**src/rtl/dispatcher_pkg.sv**
```systemverilog
// dispatcher_pkg: shared widths, instruction class codes, dispatcher state
// encoding, the issue-bundle record and small class-decode helpers.
//   ROB_W / DATA_W   : ROB tag and data widths (tag 0 means "value ready")
//   inst_type_e      : decoded instruction class
//   state_e          : EMPTY (pass-through) / HOLD (one entry waiting)
//   issue_t          : fields sent to the RS or the LSB
package dispatcher_pkg;

    localparam int ROB_W           = 4;
    localparam int DATA_W          = 32;
    localparam int INST_TYPE_WIDTH = 4;

    localparam logic [ROB_W-1:0] NULL_TAG = '0;
    localparam logic             ENABLE   = 1'b1;
    localparam logic             DISABLE  = 1'b0;

    typedef enum logic [INST_TYPE_WIDTH-1:0] {
        INST_LUI     = 4'd0,
        INST_AUIPC   = 4'd1,
        INST_JAL     = 4'd2,
        INST_JALR    = 4'd3,
        INST_BRANCH  = 4'd4,
        INST_LOAD    = 4'd5,
        INST_STORE   = 4'd6,
        INST_ALU_IMM = 4'd7,
        INST_ALU_REG = 4'd8
    } inst_type_e;

    typedef enum logic {
        ST_EMPTY = 1'b0,
        ST_HOLD  = 1'b1
    } state_e;

    typedef struct packed {
        logic [DATA_W-1:0] vj;
        logic [ROB_W-1:0]  qj;
        logic [DATA_W-1:0] vk;
        logic [ROB_W-1:0]  qk;
        inst_type_e        inst_type;
        logic [DATA_W-1:0] a;
        logic [ROB_W-1:0]  dest;
        logic [DATA_W-1:0] pc;
    } issue_t;

    function automatic logic uses_rs1(inst_type_e t);
        return !(t inside {INST_LUI, INST_AUIPC, INST_JAL});
    endfunction

    function automatic logic uses_rs2(inst_type_e t);
        return t inside {INST_ALU_REG, INST_BRANCH, INST_STORE};
    endfunction

    function automatic logic writes_rd(inst_type_e t);
        return !(t inside {INST_BRANCH, INST_STORE});
    endfunction

    function automatic logic is_mem(inst_type_e t);
        return t inside {INST_LOAD, INST_STORE};
    endfunction

endpackage

```
**src/rtl/dispatcher_if.sv**
```systemverilog
// dispatcher_if: every handshake and bus signal around the dispatcher.
//   iq_*         : decoded instruction in, iq_rdy_out back-pressure
//   rob_*        : ROB allocate, free/tag, value query/answer
//   reg_*        : register-status query/answer and rename
//   rs_* / dispatcher_* : reservation-station slot ready and issue bundle
//   lsb_*        : load/store buffer slot ready and issue bundle
//   cdb_*        : the two result broadcast buses
// Handshake: an instruction moves when iq_en_in and iq_rdy_out are both high
// at a rising edge; *_en_out outputs are one-cycle pulses with no back-pressure,
// because rs_rdy_in / lsb_rdy_in already promise a free slot.
// modport master = dispatcher side, slave = surrounding pipeline.
interface dispatcher_if;
    import dispatcher_pkg::*;

    logic              iq_en_in;
    inst_type_e        iq_inst_type_in;
    logic [4:0]        iq_rd_in, iq_rs1_in, iq_rs2_in;
    logic [DATA_W-1:0] iq_imm_in, iq_pc_in;
    logic              iq_rdy_out;

    logic              rob_free_in;
    logic [ROB_W-1:0]  rob_tag_in;
    logic              rob_en_out;
    inst_type_e        rob_inst_type_out;
    logic [4:0]        rob_rd_out;
    logic [DATA_W-1:0] rob_pc_out;
    logic [ROB_W-1:0]  rob_q1_out, rob_q2_out;
    logic              rob_rdy1_in, rob_rdy2_in;
    logic [DATA_W-1:0] rob_val1_in, rob_val2_in;

    logic [4:0]        reg_rs1_out, reg_rs2_out;
    logic [ROB_W-1:0]  reg_q1_in, reg_q2_in;
    logic [DATA_W-1:0] reg_v1_in, reg_v2_in;
    logic              reg_rename_en_out;
    logic [4:0]        reg_rename_rd_out;
    logic [ROB_W-1:0]  reg_rename_tag_out;

    logic              rs_rdy_in, lsb_rdy_in;

    logic              dispatcher_en_out;
    logic [DATA_W-1:0] dispatcher_vj_out, dispatcher_vk_out, dispatcher_A_out, dispatcher_pc_out;
    logic [ROB_W-1:0]  dispatcher_qj_out, dispatcher_qk_out, dispatcher_dest_out;
    inst_type_e        dispatcher_inst_type_out;

    logic              lsb_en_out;
    logic [DATA_W-1:0] lsb_vj_out, lsb_vk_out, lsb_A_out, lsb_pc_out;
    logic [ROB_W-1:0]  lsb_qj_out, lsb_qk_out, lsb_dest_out;
    inst_type_e        lsb_inst_type_out;

    logic              cdb_alu_en_in, cdb_lbuffer_en_in;
    logic [ROB_W-1:0]  cdb_alu_dest_in, cdb_lbuffer_dest_in;
    logic [DATA_W-1:0] cdb_alu_value_in, cdb_lbuffer_value_in;

    modport master (
        input  iq_en_in, iq_inst_type_in, iq_rd_in, iq_rs1_in, iq_rs2_in, iq_imm_in, iq_pc_in,
        output iq_rdy_out,
        input  rob_free_in, rob_tag_in, rob_rdy1_in, rob_rdy2_in, rob_val1_in, rob_val2_in,
        output rob_en_out, rob_inst_type_out, rob_rd_out, rob_pc_out, rob_q1_out, rob_q2_out,
        input  reg_q1_in, reg_q2_in, reg_v1_in, reg_v2_in,
        output reg_rs1_out, reg_rs2_out, reg_rename_en_out, reg_rename_rd_out, reg_rename_tag_out,
        input  rs_rdy_in, lsb_rdy_in,
        output dispatcher_en_out, dispatcher_vj_out, dispatcher_qj_out, dispatcher_vk_out,
               dispatcher_qk_out, dispatcher_inst_type_out, dispatcher_A_out,
               dispatcher_dest_out, dispatcher_pc_out,
        output lsb_en_out, lsb_vj_out, lsb_qj_out, lsb_vk_out, lsb_qk_out, lsb_inst_type_out,
               lsb_A_out, lsb_dest_out, lsb_pc_out,
        input  cdb_alu_en_in, cdb_alu_dest_in, cdb_alu_value_in,
               cdb_lbuffer_en_in, cdb_lbuffer_dest_in, cdb_lbuffer_value_in
    );

    modport slave (
        output iq_en_in, iq_inst_type_in, iq_rd_in, iq_rs1_in, iq_rs2_in, iq_imm_in, iq_pc_in,
        input  iq_rdy_out,
        output rob_free_in, rob_tag_in, rob_rdy1_in, rob_rdy2_in, rob_val1_in, rob_val2_in,
        input  rob_en_out, rob_inst_type_out, rob_rd_out, rob_pc_out, rob_q1_out, rob_q2_out,
        output reg_q1_in, reg_q2_in, reg_v1_in, reg_v2_in,
        input  reg_rs1_out, reg_rs2_out, reg_rename_en_out, reg_rename_rd_out, reg_rename_tag_out,
        output rs_rdy_in, lsb_rdy_in,
        input  dispatcher_en_out, dispatcher_vj_out, dispatcher_qj_out, dispatcher_vk_out,
               dispatcher_qk_out, dispatcher_inst_type_out, dispatcher_A_out,
               dispatcher_dest_out, dispatcher_pc_out,
        input  lsb_en_out, lsb_vj_out, lsb_qj_out, lsb_vk_out, lsb_qk_out, lsb_inst_type_out,
               lsb_A_out, lsb_dest_out, lsb_pc_out,
        output cdb_alu_en_in, cdb_alu_dest_in, cdb_alu_value_in,
               cdb_lbuffer_en_in, cdb_lbuffer_dest_in, cdb_lbuffer_value_in
    );

endinterface

```
**src/rtl/dispatcher_operand_resolve.sv**
```systemverilog
// dispatcher_operand_resolve: combinational priority mux for one source operand.
//   use_in, rs_in        : source is used by this class / architectural index
//   reg_q_in, reg_v_in   : register-status tag and architectural value
//   rob_rdy_in/val_in    : ROB already holds the result for reg_q_in
//   cdb_*                : both broadcast buses
//   q_out, v_out         : resolved tag (0 = ready) and value
// Priority: unused or x0, then tag already 0, then ROB, then either CDB bus.
module dispatcher_operand_resolve
    import dispatcher_pkg::*;
(
    input  logic              use_in,
    input  logic [4:0]        rs_in,
    input  logic [ROB_W-1:0]  reg_q_in,
    input  logic [DATA_W-1:0] reg_v_in,
    input  logic              rob_rdy_in,
    input  logic [DATA_W-1:0] rob_val_in,
    input  logic              cdb_alu_en_in,
    input  logic [ROB_W-1:0]  cdb_alu_dest_in,
    input  logic [DATA_W-1:0] cdb_alu_value_in,
    input  logic              cdb_lbuffer_en_in,
    input  logic [ROB_W-1:0]  cdb_lbuffer_dest_in,
    input  logic [DATA_W-1:0] cdb_lbuffer_value_in,
    output logic [ROB_W-1:0]  q_out,
    output logic [DATA_W-1:0] v_out
);

    always_comb begin
        q_out = NULL_TAG;
        v_out = '0;
        if (use_in && rs_in != 5'd0) begin
            if (reg_q_in == NULL_TAG) begin
                v_out = reg_v_in;
            end else if (rob_rdy_in) begin
                v_out = rob_val_in;
            end else if (cdb_alu_en_in && cdb_alu_dest_in == reg_q_in) begin
                v_out = cdb_alu_value_in;
            end else if (cdb_lbuffer_en_in && cdb_lbuffer_dest_in == reg_q_in) begin
                v_out = cdb_lbuffer_value_in;
            end else begin
                q_out = reg_q_in;
            end
        end
    end

endmodule

```
**src/rtl/dispatcher.sv**
```systemverilog
// dispatcher: issue stage. Accepts one decoded instruction per cycle,
// allocates the ROB entry, resolves operands, renames rd and issues to the
// RS (ALU/branch/jump) or the LSB (load/store). One hold register absorbs a
// busy target and keeps snooping both CDB buses while it waits.
//   clk_in, rst_in (async, active-low), rdy_in (global freeze),
//   rob_flush_in (discard everything), bus (dispatcher_if.master),
//   state_out (current FSM state, for observation).
module dispatcher
    import dispatcher_pkg::*;
(
    input  logic         clk_in,
    input  logic         rst_in,
    input  logic         rdy_in,
    input  logic         rob_flush_in,
    dispatcher_if.master bus,
    output state_e       state_out
);

    state_e            state_q;
    issue_t            hold_q, out_q, entry;
    logic              hold_mem_q, rs_en_q, lsb_en_q, rob_en_q, ren_en_q;
    inst_type_e        rob_type_q;
    logic [4:0]        rob_rd_q, ren_rd_q;
    logic [DATA_W-1:0] rob_pc_q;
    logic [ROB_W-1:0]  ren_tag_q;

    logic              in_hold, iq_rdy, tgt_mem, tgt_rdy;
    logic              s1_use, s2_use, s1_rob_rdy, s2_rob_rdy;
    logic [4:0]        s1_rs, s2_rs;
    logic [ROB_W-1:0]  s1_q, s2_q, r1_q, r2_q;
    logic [DATA_W-1:0] s1_v, s2_v, r1_v, r2_v;

    assign in_hold = (state_q == ST_HOLD);
    assign iq_rdy  = !in_hold && bus.rob_free_in;

    // In HOLD the same resolvers re-run on the held tags: a nonzero dummy
    // index and no ROB answer leave only the "tag 0" and CDB-hit paths live.
    assign s1_use     = in_hold ? 1'b1      : uses_rs1(bus.iq_inst_type_in);
    assign s2_use     = in_hold ? 1'b1      : uses_rs2(bus.iq_inst_type_in);
    assign s1_rs      = in_hold ? 5'd1      : bus.iq_rs1_in;
    assign s2_rs      = in_hold ? 5'd1      : bus.iq_rs2_in;
    assign s1_q       = in_hold ? hold_q.qj : bus.reg_q1_in;
    assign s2_q       = in_hold ? hold_q.qk : bus.reg_q2_in;
    assign s1_v       = in_hold ? hold_q.vj : bus.reg_v1_in;
    assign s2_v       = in_hold ? hold_q.vk : bus.reg_v2_in;
    assign s1_rob_rdy = in_hold ? 1'b0      : bus.rob_rdy1_in;
    assign s2_rob_rdy = in_hold ? 1'b0      : bus.rob_rdy2_in;

    dispatcher_operand_resolve u_src1 (
        .use_in(s1_use), .rs_in(s1_rs), .reg_q_in(s1_q), .reg_v_in(s1_v),
        .rob_rdy_in(s1_rob_rdy), .rob_val_in(bus.rob_val1_in),
        .cdb_alu_en_in(bus.cdb_alu_en_in), .cdb_alu_dest_in(bus.cdb_alu_dest_in),
        .cdb_alu_value_in(bus.cdb_alu_value_in),
        .cdb_lbuffer_en_in(bus.cdb_lbuffer_en_in), .cdb_lbuffer_dest_in(bus.cdb_lbuffer_dest_in),
        .cdb_lbuffer_value_in(bus.cdb_lbuffer_value_in),
        .q_out(r1_q), .v_out(r1_v)
    );

    dispatcher_operand_resolve u_src2 (
        .use_in(s2_use), .rs_in(s2_rs), .reg_q_in(s2_q), .reg_v_in(s2_v),
        .rob_rdy_in(s2_rob_rdy), .rob_val_in(bus.rob_val2_in),
        .cdb_alu_en_in(bus.cdb_alu_en_in), .cdb_alu_dest_in(bus.cdb_alu_dest_in),
        .cdb_alu_value_in(bus.cdb_alu_value_in),
        .cdb_lbuffer_en_in(bus.cdb_lbuffer_en_in), .cdb_lbuffer_dest_in(bus.cdb_lbuffer_dest_in),
        .cdb_lbuffer_value_in(bus.cdb_lbuffer_value_in),
        .q_out(r2_q), .v_out(r2_v)
    );

    always_comb begin
        if (in_hold) begin
            entry = hold_q;
        end else begin
            entry           = '0;
            entry.inst_type = bus.iq_inst_type_in;
            entry.a         = bus.iq_imm_in;
            entry.dest      = bus.rob_tag_in;
            entry.pc        = bus.iq_pc_in;
        end
        entry.vj = r1_v;
        entry.qj = r1_q;
        entry.vk = r2_v;
        entry.qk = r2_q;
    end

    assign tgt_mem = in_hold ? hold_mem_q : is_mem(bus.iq_inst_type_in);
    assign tgt_rdy = tgt_mem ? bus.lsb_rdy_in : bus.rs_rdy_in;

    always_ff @(posedge clk_in or negedge rst_in) begin
        if (!rst_in) begin
            state_q    <= ST_EMPTY;
            hold_q     <= '0;
            hold_mem_q <= 1'b0;
            out_q      <= '0;
            rs_en_q    <= DISABLE;
            lsb_en_q   <= DISABLE;
            rob_en_q   <= DISABLE;
            ren_en_q   <= DISABLE;
            rob_type_q <= INST_LUI;
            rob_rd_q   <= '0;
            rob_pc_q   <= '0;
            ren_rd_q   <= '0;
            ren_tag_q  <= NULL_TAG;
        end else begin
            // Every enable is a one-cycle pulse unless set again below.
            rs_en_q  <= DISABLE;
            lsb_en_q <= DISABLE;
            rob_en_q <= DISABLE;
            ren_en_q <= DISABLE;
            if (rdy_in) begin
                if (rob_flush_in) begin
                    state_q <= ST_EMPTY;
                end else if (!in_hold) begin
                    if (bus.iq_en_in && iq_rdy) begin
                        rob_en_q   <= ENABLE;
                        rob_type_q <= bus.iq_inst_type_in;
                        rob_rd_q   <= bus.iq_rd_in;
                        rob_pc_q   <= bus.iq_pc_in;
                        if (writes_rd(bus.iq_inst_type_in) && bus.iq_rd_in != 5'd0) begin
                            ren_en_q  <= ENABLE;
                            ren_rd_q  <= bus.iq_rd_in;
                            ren_tag_q <= bus.rob_tag_in;
                        end
                        if (tgt_rdy) begin
                            out_q    <= entry;
                            rs_en_q  <= !tgt_mem;
                            lsb_en_q <= tgt_mem;
                        end else begin
                            hold_q     <= entry;
                            hold_mem_q <= tgt_mem;
                            state_q    <= ST_HOLD;
                        end
                    end
                end else begin
                    if (tgt_rdy) begin
                        out_q    <= entry;
                        rs_en_q  <= !tgt_mem;
                        lsb_en_q <= tgt_mem;
                        state_q  <= ST_EMPTY;
                    end else begin
                        hold_q <= entry;
                    end
                end
            end
        end
    end

    assign state_out      = state_q;
    assign bus.iq_rdy_out = iq_rdy;

    assign bus.reg_rs1_out = bus.iq_rs1_in;
    assign bus.reg_rs2_out = bus.iq_rs2_in;
    assign bus.rob_q1_out  = bus.reg_q1_in;
    assign bus.rob_q2_out  = bus.reg_q2_in;

    assign bus.rob_en_out        = rob_en_q;
    assign bus.rob_inst_type_out = rob_type_q;
    assign bus.rob_rd_out        = rob_rd_q;
    assign bus.rob_pc_out        = rob_pc_q;

    assign bus.reg_rename_en_out  = ren_en_q;
    assign bus.reg_rename_rd_out  = ren_rd_q;
    assign bus.reg_rename_tag_out = ren_tag_q;

    // Both targets see the same registered fields; only the enables differ.
    assign bus.dispatcher_en_out        = rs_en_q;
    assign bus.dispatcher_vj_out        = out_q.vj;
    assign bus.dispatcher_qj_out        = out_q.qj;
    assign bus.dispatcher_vk_out        = out_q.vk;
    assign bus.dispatcher_qk_out        = out_q.qk;
    assign bus.dispatcher_inst_type_out = out_q.inst_type;
    assign bus.dispatcher_A_out         = out_q.a;
    assign bus.dispatcher_dest_out      = out_q.dest;
    assign bus.dispatcher_pc_out        = out_q.pc;

    assign bus.lsb_en_out        = lsb_en_q;
    assign bus.lsb_vj_out        = out_q.vj;
    assign bus.lsb_qj_out        = out_q.qj;
    assign bus.lsb_vk_out        = out_q.vk;
    assign bus.lsb_qk_out        = out_q.qk;
    assign bus.lsb_inst_type_out = out_q.inst_type;
    assign bus.lsb_A_out         = out_q.a;
    assign bus.lsb_dest_out      = out_q.dest;
    assign bus.lsb_pc_out        = out_q.pc;

endmodule

```
**src/flat_wrapper.sv**
```systemverilog
// flat-port wrapper written by rule: the top's interface ports become plain ports
module dispatcher_flat import dispatcher_pkg::*;
  (clk_in, rst_in, rdy_in, rob_flush_in, state_out, bus_iq_en_in, bus_iq_inst_type_in, bus_iq_rd_in, bus_iq_rs1_in, bus_iq_rs2_in, bus_iq_imm_in, bus_iq_pc_in, bus_iq_rdy_out, bus_rob_free_in, bus_rob_tag_in, bus_rob_rdy1_in, bus_rob_rdy2_in, bus_rob_val1_in, bus_rob_val2_in, bus_rob_en_out, bus_rob_inst_type_out, bus_rob_rd_out, bus_rob_pc_out, bus_rob_q1_out, bus_rob_q2_out, bus_reg_q1_in, bus_reg_q2_in, bus_reg_v1_in, bus_reg_v2_in, bus_reg_rs1_out, bus_reg_rs2_out, bus_reg_rename_en_out, bus_reg_rename_rd_out, bus_reg_rename_tag_out, bus_rs_rdy_in, bus_lsb_rdy_in, bus_dispatcher_en_out, bus_dispatcher_vj_out, bus_dispatcher_qj_out, bus_dispatcher_vk_out, bus_dispatcher_qk_out, bus_dispatcher_inst_type_out, bus_dispatcher_A_out, bus_dispatcher_dest_out, bus_dispatcher_pc_out, bus_lsb_en_out, bus_lsb_vj_out, bus_lsb_qj_out, bus_lsb_vk_out, bus_lsb_qk_out, bus_lsb_inst_type_out, bus_lsb_A_out, bus_lsb_dest_out, bus_lsb_pc_out, bus_cdb_alu_en_in, bus_cdb_alu_dest_in, bus_cdb_alu_value_in, bus_cdb_lbuffer_en_in, bus_cdb_lbuffer_dest_in, bus_cdb_lbuffer_value_in);
  dispatcher_if bus_i ();
  input  logic clk_in;
  input  logic rst_in;
  input  logic rdy_in;
  input  logic rob_flush_in;
  output state_e state_out;
  input wire logic [$bits(bus_i.iq_en_in)-1:0] bus_iq_en_in;
  input wire logic [$bits(bus_i.iq_inst_type_in)-1:0] bus_iq_inst_type_in;
  input wire logic [$bits(bus_i.iq_rd_in)-1:0] bus_iq_rd_in;
  input wire logic [$bits(bus_i.iq_rs1_in)-1:0] bus_iq_rs1_in;
  input wire logic [$bits(bus_i.iq_rs2_in)-1:0] bus_iq_rs2_in;
  input wire logic [$bits(bus_i.iq_imm_in)-1:0] bus_iq_imm_in;
  input wire logic [$bits(bus_i.iq_pc_in)-1:0] bus_iq_pc_in;
  output wire logic [$bits(bus_i.iq_rdy_out)-1:0] bus_iq_rdy_out;
  input wire logic [$bits(bus_i.rob_free_in)-1:0] bus_rob_free_in;
  input wire logic [$bits(bus_i.rob_tag_in)-1:0] bus_rob_tag_in;
  input wire logic [$bits(bus_i.rob_rdy1_in)-1:0] bus_rob_rdy1_in;
  input wire logic [$bits(bus_i.rob_rdy2_in)-1:0] bus_rob_rdy2_in;
  input wire logic [$bits(bus_i.rob_val1_in)-1:0] bus_rob_val1_in;
  input wire logic [$bits(bus_i.rob_val2_in)-1:0] bus_rob_val2_in;
  output wire logic [$bits(bus_i.rob_en_out)-1:0] bus_rob_en_out;
  output wire logic [$bits(bus_i.rob_inst_type_out)-1:0] bus_rob_inst_type_out;
  output wire logic [$bits(bus_i.rob_rd_out)-1:0] bus_rob_rd_out;
  output wire logic [$bits(bus_i.rob_pc_out)-1:0] bus_rob_pc_out;
  output wire logic [$bits(bus_i.rob_q1_out)-1:0] bus_rob_q1_out;
  output wire logic [$bits(bus_i.rob_q2_out)-1:0] bus_rob_q2_out;
  input wire logic [$bits(bus_i.reg_q1_in)-1:0] bus_reg_q1_in;
  input wire logic [$bits(bus_i.reg_q2_in)-1:0] bus_reg_q2_in;
  input wire logic [$bits(bus_i.reg_v1_in)-1:0] bus_reg_v1_in;
  input wire logic [$bits(bus_i.reg_v2_in)-1:0] bus_reg_v2_in;
  output wire logic [$bits(bus_i.reg_rs1_out)-1:0] bus_reg_rs1_out;
  output wire logic [$bits(bus_i.reg_rs2_out)-1:0] bus_reg_rs2_out;
  output wire logic [$bits(bus_i.reg_rename_en_out)-1:0] bus_reg_rename_en_out;
  output wire logic [$bits(bus_i.reg_rename_rd_out)-1:0] bus_reg_rename_rd_out;
  output wire logic [$bits(bus_i.reg_rename_tag_out)-1:0] bus_reg_rename_tag_out;
  input wire logic [$bits(bus_i.rs_rdy_in)-1:0] bus_rs_rdy_in;
  input wire logic [$bits(bus_i.lsb_rdy_in)-1:0] bus_lsb_rdy_in;
  output wire logic [$bits(bus_i.dispatcher_en_out)-1:0] bus_dispatcher_en_out;
  output wire logic [$bits(bus_i.dispatcher_vj_out)-1:0] bus_dispatcher_vj_out;
  output wire logic [$bits(bus_i.dispatcher_qj_out)-1:0] bus_dispatcher_qj_out;
  output wire logic [$bits(bus_i.dispatcher_vk_out)-1:0] bus_dispatcher_vk_out;
  output wire logic [$bits(bus_i.dispatcher_qk_out)-1:0] bus_dispatcher_qk_out;
  output wire logic [$bits(bus_i.dispatcher_inst_type_out)-1:0] bus_dispatcher_inst_type_out;
  output wire logic [$bits(bus_i.dispatcher_A_out)-1:0] bus_dispatcher_A_out;
  output wire logic [$bits(bus_i.dispatcher_dest_out)-1:0] bus_dispatcher_dest_out;
  output wire logic [$bits(bus_i.dispatcher_pc_out)-1:0] bus_dispatcher_pc_out;
  output wire logic [$bits(bus_i.lsb_en_out)-1:0] bus_lsb_en_out;
  output wire logic [$bits(bus_i.lsb_vj_out)-1:0] bus_lsb_vj_out;
  output wire logic [$bits(bus_i.lsb_qj_out)-1:0] bus_lsb_qj_out;
  output wire logic [$bits(bus_i.lsb_vk_out)-1:0] bus_lsb_vk_out;
  output wire logic [$bits(bus_i.lsb_qk_out)-1:0] bus_lsb_qk_out;
  output wire logic [$bits(bus_i.lsb_inst_type_out)-1:0] bus_lsb_inst_type_out;
  output wire logic [$bits(bus_i.lsb_A_out)-1:0] bus_lsb_A_out;
  output wire logic [$bits(bus_i.lsb_dest_out)-1:0] bus_lsb_dest_out;
  output wire logic [$bits(bus_i.lsb_pc_out)-1:0] bus_lsb_pc_out;
  input wire logic [$bits(bus_i.cdb_alu_en_in)-1:0] bus_cdb_alu_en_in;
  input wire logic [$bits(bus_i.cdb_alu_dest_in)-1:0] bus_cdb_alu_dest_in;
  input wire logic [$bits(bus_i.cdb_alu_value_in)-1:0] bus_cdb_alu_value_in;
  input wire logic [$bits(bus_i.cdb_lbuffer_en_in)-1:0] bus_cdb_lbuffer_en_in;
  input wire logic [$bits(bus_i.cdb_lbuffer_dest_in)-1:0] bus_cdb_lbuffer_dest_in;
  input wire logic [$bits(bus_i.cdb_lbuffer_value_in)-1:0] bus_cdb_lbuffer_value_in;
  assign bus_i.iq_en_in = bus_iq_en_in;
  assign bus_i.iq_inst_type_in = bus_iq_inst_type_in;
  assign bus_i.iq_rd_in = bus_iq_rd_in;
  assign bus_i.iq_rs1_in = bus_iq_rs1_in;
  assign bus_i.iq_rs2_in = bus_iq_rs2_in;
  assign bus_i.iq_imm_in = bus_iq_imm_in;
  assign bus_i.iq_pc_in = bus_iq_pc_in;
  assign bus_iq_rdy_out = bus_i.iq_rdy_out;
  assign bus_i.rob_free_in = bus_rob_free_in;
  assign bus_i.rob_tag_in = bus_rob_tag_in;
  assign bus_i.rob_rdy1_in = bus_rob_rdy1_in;
  assign bus_i.rob_rdy2_in = bus_rob_rdy2_in;
  assign bus_i.rob_val1_in = bus_rob_val1_in;
  assign bus_i.rob_val2_in = bus_rob_val2_in;
  assign bus_rob_en_out = bus_i.rob_en_out;
  assign bus_rob_inst_type_out = bus_i.rob_inst_type_out;
  assign bus_rob_rd_out = bus_i.rob_rd_out;
  assign bus_rob_pc_out = bus_i.rob_pc_out;
  assign bus_rob_q1_out = bus_i.rob_q1_out;
  assign bus_rob_q2_out = bus_i.rob_q2_out;
  assign bus_i.reg_q1_in = bus_reg_q1_in;
  assign bus_i.reg_q2_in = bus_reg_q2_in;
  assign bus_i.reg_v1_in = bus_reg_v1_in;
  assign bus_i.reg_v2_in = bus_reg_v2_in;
  assign bus_reg_rs1_out = bus_i.reg_rs1_out;
  assign bus_reg_rs2_out = bus_i.reg_rs2_out;
  assign bus_reg_rename_en_out = bus_i.reg_rename_en_out;
  assign bus_reg_rename_rd_out = bus_i.reg_rename_rd_out;
  assign bus_reg_rename_tag_out = bus_i.reg_rename_tag_out;
  assign bus_i.rs_rdy_in = bus_rs_rdy_in;
  assign bus_i.lsb_rdy_in = bus_lsb_rdy_in;
  assign bus_dispatcher_en_out = bus_i.dispatcher_en_out;
  assign bus_dispatcher_vj_out = bus_i.dispatcher_vj_out;
  assign bus_dispatcher_qj_out = bus_i.dispatcher_qj_out;
  assign bus_dispatcher_vk_out = bus_i.dispatcher_vk_out;
  assign bus_dispatcher_qk_out = bus_i.dispatcher_qk_out;
  assign bus_dispatcher_inst_type_out = bus_i.dispatcher_inst_type_out;
  assign bus_dispatcher_A_out = bus_i.dispatcher_A_out;
  assign bus_dispatcher_dest_out = bus_i.dispatcher_dest_out;
  assign bus_dispatcher_pc_out = bus_i.dispatcher_pc_out;
  assign bus_lsb_en_out = bus_i.lsb_en_out;
  assign bus_lsb_vj_out = bus_i.lsb_vj_out;
  assign bus_lsb_qj_out = bus_i.lsb_qj_out;
  assign bus_lsb_vk_out = bus_i.lsb_vk_out;
  assign bus_lsb_qk_out = bus_i.lsb_qk_out;
  assign bus_lsb_inst_type_out = bus_i.lsb_inst_type_out;
  assign bus_lsb_A_out = bus_i.lsb_A_out;
  assign bus_lsb_dest_out = bus_i.lsb_dest_out;
  assign bus_lsb_pc_out = bus_i.lsb_pc_out;
  assign bus_i.cdb_alu_en_in = bus_cdb_alu_en_in;
  assign bus_i.cdb_alu_dest_in = bus_cdb_alu_dest_in;
  assign bus_i.cdb_alu_value_in = bus_cdb_alu_value_in;
  assign bus_i.cdb_lbuffer_en_in = bus_cdb_lbuffer_en_in;
  assign bus_i.cdb_lbuffer_dest_in = bus_cdb_lbuffer_dest_in;
  assign bus_i.cdb_lbuffer_value_in = bus_cdb_lbuffer_value_in;
  dispatcher u_core (.clk_in(clk_in), .rst_in(rst_in), .rdy_in(rdy_in), .rob_flush_in(rob_flush_in), .bus(bus_i), .state_out(state_out));
endmodule
```
**config.mk**
```make
export PLATFORM = sky130hd
export DESIGN_NAME = dispatcher_flat
export DESIGN_NICKNAME = d
export VERILOG_FILES = /design/src/rtl/dispatcher_pkg.sv /design/src/rtl/dispatcher_if.sv /design/src/rtl/dispatcher_operand_resolve.sv /design/src/rtl/dispatcher.sv /design/src/flat_wrapper.sv
export SDC_FILE = /design/constraint.sdc
export NUM_CORES = 1
export LEC_CHECK = 0
export ABC_AREA = 1
export CELL_PAD_IN_SITES_DETAIL_PLACEMENT = 1
export CELL_PAD_IN_SITES_GLOBAL_PLACEMENT = 1
export CORE_AREA = 2 2 263 265
export CTS_BUF_LIST = sky130_fd_sc_hd__clkbuf_2
export CTS_CLUSTER_SIZE = 20
export DETAILED_ROUTE_END_ITERATION = 16
export DIE_AREA = 0 0 265 267
export GPL_ROUTABILITY_DRIVEN = 1
export HOLD_SLACK_MARGIN = 0.03
export PLACE_DENSITY_LB_ADDON = 0.1
export RECOVER_POWER = 50
export SYNTH_ARGS = -nofsm -noshare
export SYNTH_HDL_FRONTEND = slang
export SYNTH_HIERARCHICAL = 1
export SYNTH_SLANG_ARGS = --single-unit
```
**constraint.sdc**
```tcl
create_clock -name clk_in -period 2.71 [get_ports clk_in]
set_clock_uncertainty 0.1 [all_clocks]
set_input_delay 0.6775 -clock clk_in [delete_from_list [all_inputs] [get_ports clk_in]]
set_output_delay 0.6775 -clock clk_in [all_outputs]
set_load 0.02 [all_outputs]
```
## Yosys cells after proc, flatten, opt, wreduce, memory -nomap -nowiden

Index checks and enable logic that the tools add are counted.

- Flip-flop bits (word level): 344
- Word-level logic and storage cells: 130
- Input bits: 307
- Output and inout bits: 362

- Reductions and logical operators: 28
- Bitwise logic cells: 3
- Eq/ne operators: 10
- Muxes and demuxes: 62

Operators with widths:

| kind | count |
|---|---|
| $mux W144 | 6 |
| $mux W32 | 12 |
| $mux W72 | 1 |
| $mux W4 | 12 |
| $mux W1 | 29 |
| $eq A4 B4 Y1 | 4 |
| $reduce_bool A5 Y1 | 3 |
| $eq A4 B3 Y1 const B | 3 |
| $logic_not A4 Y1 | 3 |
| $mux W5 | 2 |
| $reduce_and A5 Y1 | 2 |
| $logic_and A1 B1 Y1 | 9 |
| $reduce_bool A2 Y1 | 3 |
| $reduce_bool A3 Y1 | 2 |
| $eq A4 B1 Y1 const B | 1 |
| $eq A4 B2 Y1 const B | 1 |
| $eq A4 B4 Y1 const B | 1 |
| $logic_not A1 Y1 | 4 |
| $reduce_and A4 Y1 | 1 |
| $not A1 Y1 | 3 |
| $reduce_and A3 Y1 | 1 |

## Longest topological paths before layout

- Depth in word-level cells: 11
- Depth in mapped cells: 17
- Depth with buffers taken out: 13

## Cells and area by module

The synthesis kept the hierarchy.

By module, submodules not included:

| module | sequential area each (µm²) | area each (µm²) | cells an instance | times used |
|---|---|---|---|---|
| dispatcher | 8608.3 | 16921.2 | 2068 | 1 |
| dispatcher_operand_resolve | 0.0 | 1735.4 | 342 | 2 |

## Worst setup path before layout

Ideal clock, no wire load.

- Kind: flip-flop to flip-flop
- From: reg u_core.state_q, in the netlist u_core/state_out
- To: reg u_core/hold_q[102] (netlist name)
- Required time: 2544 ps
- Setup slack: 171 ps
- Clock period less this slack: 2539 ps
- Cell stages (with the launch flop): 16
- Library setup time: 66 ps
- Buffers on the path: 4
- Arrival: 2374 ps
- Path through: dfrtp_1 > buf_2 > clkinv_1 > buf_2 > clkbuf_1 > nand2_1 > nand2_1 > xor2_1 > nor2_4 > nand3_4 > buf_6 > nand2_1 > nand3_1 > a21oi_1 > nand3_1 > nand2_1

RTL lines:

| what | line | RTL |
|---|---|---|
| start: declaration | dispatcher.sv:19 | `state_e state_q;` |
| start signal: assignment | dispatcher.sv:90 | `state_q <= ST_EMPTY;` |
| start signal: assignment | dispatcher.sv:111 | `state_q <= ST_EMPTY;` |
| start signal: assignment | dispatcher.sv:130 | `state_q <= ST_HOLD;` |
| end signal: assignment | dispatcher.sv:128 | `hold_q <= entry;` |
| end signal: assignment | dispatcher.sv:140 | `hold_q <= entry;` |
| end: declaration | dispatcher.sv:20 | `issue_t hold_q, out_q, entry;` |

## Final worst setup path

- From: reg u_core.state_q, in the netlist u_core/state_out
- To: out bus_iq_rdy_out

- Cells in the longest elaborated chain, start to end: 2

Ends and longest elaborated chain:

| what | line | RTL |
|---|---|---|
| $logic_not A1 Y1 | dispatcher.sv:34 | `assign iq_rdy = !in_hold && bus.rob_free_in;` |
| $logic_and A1 B1 Y1 | dispatcher.sv:34 |  |
| end: declaration | flat_wrapper.sv:17 | `output wire logic [$bits(bus_i.iq_rdy_out)-1:0] bus_iq_rdy_out;` |

No other way between the ends.

==> metrics.log <==
INFO  metric numPortBuffers = between 600 and 700
INFO  metric antenna_found_initial = 17
INFO  metric route.vias.total = 22,000
INFO  metric final_nets = between 3,000 and 4,000
INFO  metric crit_buf_inv = 2
INFO  metric reg2reg_slack = 0.09 ns
INFO  metric detailedPlacementHpwl = 69,700 um
INFO  metric hold_path.startpoint = bus_iq_pc_in[23]
INFO  metric total_number_of_h_tree_levels = 3
INFO  metric powerDensity = approximately 640 nW/um2
INFO  metric cts-buffers-inserted = 103
INFO  metric regToRegEndpoint = u_core/bus.reg_rename_rd_out[3]$_DFFE_PN0P_
INFO  metric grt_pass1_vias = 23,300
INFO  metric power.ir.vdd_worst = 0.337 mV
INFO  metric cts-root-buf = sky130_fd_sc_hd__clkbuf_2
INFO  metric pin_count_of_the_biggest_net_entering_global_routing = 64
INFO  metric path_delay_family = flip-flops
INFO  metric crit-reg2reg-launch = u_core/state_out$_DFFE_PN0P_
INFO  metric slew_headroom = -32.4%
INFO  metric synth_edf_count = 0
INFO  metric netlist_area = 20,400 um2
INFO  metric syn_inst = 2,752
INFO  metric slew_worst_pin = slightly below 2 ns
INFO  metric wire_length_of_the_first_global_routing_pass = 145,000 um
INFO  metric dominant_synthesized_flop_cell = sky130_fd_sc_hd__dfrtp_1
INFO  metric post-synth-top-area-cell = sky130_fd_sc_hd__dfrtp_1
INFO  metric cpPeakStageDelay = 0.50 ns
INFO  metric drt_wirelength = 96,000 um
INFO  metric row_count = 96
INFO  metric floorplan.die.width = 265 um
INFO  metric nFillCells = around 8,300
INFO  metric detail_route.first_pass.iterations = 7
INFO  metric die_height = roughly 270 um
INFO  metric min_path_type = primary input to flip-flop
INFO  metric top_cells_by_count_synth = sky130_fd_sc_hd__nand2_1 (1,111), sky130_fd_sc_hd__dfrtp_1 (344), sky130_fd_sc_hd__nand3_1 (309)
INFO  metric avgRoutedWirePerCell = 21.9 um
INFO  metric number_of_hold_violations_in_the_final_report = 0
INFO  metric failed_checks = capacitance limit, slew limit, setup timing
INFO  metric data_arrival_time_at_the_worst_slack_endpoint = 1.95 ns
INFO  metric grt_setup_unrepaired = true
INFO  metric placeableCoreArea = slightly below 70,000 um2
INFO  metric yosysSeqAreaShare = a little over two fifths
INFO  metric status = complete, but fails checks
INFO  metric cts_buffer_depth = 3
INFO  metric leakage = 15.0 nW
INFO  metric drt_drc_violations_left = 0
INFO  metric tritoncts = yes
INFO  metric io_pins = 669
INFO  metric cp_data_required_time = 1.93 ns
INFO  metric r2r_cells = 10
INFO  metric holdPathEnd = u_core/bus.rob_pc_out[23]$_DFFE_PN0P_
INFO  metric synth.yosys.warnings = 6
INFO  metric max_clock_freq = around 370 MHz
INFO  metric drt_iter0_markers = 1,374
INFO  metric share_of_cells_above_drive_strength_1 = 24.1%
INFO  metric startpoint_type = flip-flop
INFO  metric critPathMaxFanout = 3
INFO  metric dieArea = 70,800 um2
INFO  metric synth_most_common_cell = sky130_fd_sc_hd__nand2_1
INFO  metric post-place-ws = -0.268 ns
INFO  metric ant_nets = 0
INFO  metric timing.hold.worst_path_depth = 2
INFO  metric worstSkewPairLatency = 1.10 ns
INFO  metric synthToLayoutAreaGrowth = 41.0%
INFO  metric setup_ws_final = -0.0205 ns
INFO  metric layout_min_cycle_time = 2.73 ns
INFO  metric initial_core_util = 30.0%
INFO  metric synthesis.nets = 3,059
INFO  metric timing.critical_path.to_type = output port
INFO  metric cts_sinks = 344
INFO  metric post_route_setup_tns = -0.0205 ns
INFO  metric via_per_inst = 5.01
INFO  metric critical-path-slowest-cell = sky130_fd_sc_hd__dfrtp_4
INFO  metric finalWeightedCongestion = 0.875
INFO  metric async_flop_share = between 90% and 100%
INFO  metric grt_use_total = 26.7%
INFO  metric synth_top_area_share = between 40 and 50%
INFO  metric post_synth.cell_area_avg = 7.41 um2
INFO  metric critical_path.cell_chain = buf_12 > nor2_4 > buf_6
INFO  metric period_share = 101%
INFO  metric maxSlewViolCount = 20
INFO  metric synth.lib_cells_used.distinct = 28
INFO  metric global_route_total_overflow = 0
INFO  metric timing.max_cap.violations = 1
INFO  metric hold_ws = 0.174 ns
INFO  metric ys_ff_latch = between 300 and 400
INFO  metric clock_transition_time_at_the_flip_flop_clock_pins_of_the_worst_setup_and_hold_paths = around 0.1 ns
INFO  metric setup_violations = 1
INFO  metric netlist_top_cells_area = sky130_fd_sc_hd__dfrtp_1 (42%), sky130_fd_sc_hd__nand2_1 (20%), sky130_fd_sc_hd__nand3_1 (7.6%), sky130_fd_sc_hd__buf_4 (6.9%), sky130_fd_sc_hd__nand4_1 (3.9%)
INFO  metric critical_path_class = flip-flop to output port
[metal layers]
metal / global-route usage, % / vias up / share of wire (%)
li1: - / 10100 / -
met1: 33.4 / 10900 / 42
met2: 45.6 / 708 / 50
met3: 5.33 / 172 / 5.5
met4: 9.67 / 8 / 3.1
met5: 0 / - / 0.056
[flip-flops by register name (all words and copies together) (netlist names)]
register	flops
u_core/bus.rob_inst_type_out	4
u_core/bus.dispatcher_vj_out	32
u_core/bus.dispatcher_vk_out	32
u_core/bus.reg_rename_en_out	1
u_core/bus.reg_rename_tag_out	4
u_core/bus.dispatcher_dest_out	4
u_core/bus.dispatcher_en_out	1
u_core/bus.dispatcher_qj_out	4
u_core/bus.dispatcher_pc_out	32
u_core/bus.reg_rename_rd_out	5
u_core/bus.dispatcher_inst_type_out	4
u_core/bus.dispatcher_qk_out	4
u_core/hold_q	144
u_core/bus.rob_rd_out	5
u_core/bus.dispatcher_A_out	32
u_core/bus.rob_pc_out	32
u_core/bus.lsb_en_out	1
u_core/bus.rob_en_out	1
u_core/hold_mem_q	1
u_core/state_out	1
[worst max path at each step]
stage	start	end	slack, ns	depth (start not counted)
after floorplan	u_core/state_out$_DFFE_PN0P_	u_core/hold_q[102]$_DFFE_PN0P_	0.17	15
after global placement	bus_reg_q2_in[2]	u_core/hold_q[81]$_DFFE_PN0P_	-0.23	12
after detailed placement	bus_reg_q2_in[2]	u_core/hold_q[87]$_DFFE_PN0P_	-0.27	14
after CTS	u_core/state_out$_DFFE_PN0P_	bus_iq_rdy_out	-0.20	3
after global routing	u_core/state_out$_DFFE_PN0P_	bus_iq_rdy_out	-0.19	3
final	u_core/state_out$_DFFE_PN0P_	bus_iq_rdy_out	-0.02	3
[stage by stage]
step	total power, mW	cell area [um2]	util [%]	std cells
after floorplan	11.4	20400	-	2752
after global placement	14.9	27800	40.9	4091
after detailed placement	15.0	27800	40.9	4091
after CTS	18.7	28900	42.4	4366
after global routing	19.6	28700	42.3	4378
final	18.4	28700	42.3	4384
[repair_timing]
action	CTS	global route
hold buffers	51	0
hold endpoints to repair	409	0
setup endpoints to repair	344	162
pin swaps	2	7
gates cloned	1	1
resized for setup	1235	34
buffers inserted	42	3
[cell families after synthesis]
logic type / synth area share (%)
and+or+nand+nor: 36.6
buffers and inverters: 13.8
DFF: 42.2
AOI/OAI and AO/OA: 5.47
muxes: 1.88
xor gates and xnor gates: 0.0859
[power by group]
part | internal [mW] | switching [mW]
logic | 2.91 | 4.16
registers | 6.32 | 0.994
clock network | 1.57 | 2.49
total | 10.8 | 7.65
[cell type report]
cell class              instances  area (um2)  share of cell area [%]
inverters                     117         447                    1.55
clock buffers                 148         741                    2.58
clock inverters                33         163                   0.566
repair buffers                921        8430                    29.3
well taps                     882        1100                    3.84
flip-flops and latches        344        8650                    30.1
diodes                         17        42.5                   0.148
multi-input cells            1922        9160                    31.9
[layout by cell type (no fill, tap or decap), types with 70 or more instances in the layout]
master	n
sky130_fd_sc_hd__nand2_1	1108
sky130_fd_sc_hd__clkdlybuf4s50_1	322
sky130_fd_sc_hd__dfrtp_1	309
sky130_fd_sc_hd__nand3_1	308
sky130_fd_sc_hd__buf_2	198
sky130_fd_sc_hd__clkbuf_2	159
sky130_fd_sc_hd__nand4_1	128
sky130_fd_sc_hd__buf_4	127
sky130_fd_sc_hd__a21oi_1	115
sky130_fd_sc_hd__inv_1	100
sky130_fd_sc_hd__clkdlybuf4s15_2	89
sky130_fd_sc_hd__o21ai_0	70
Power figures use the tool's default switching activity.
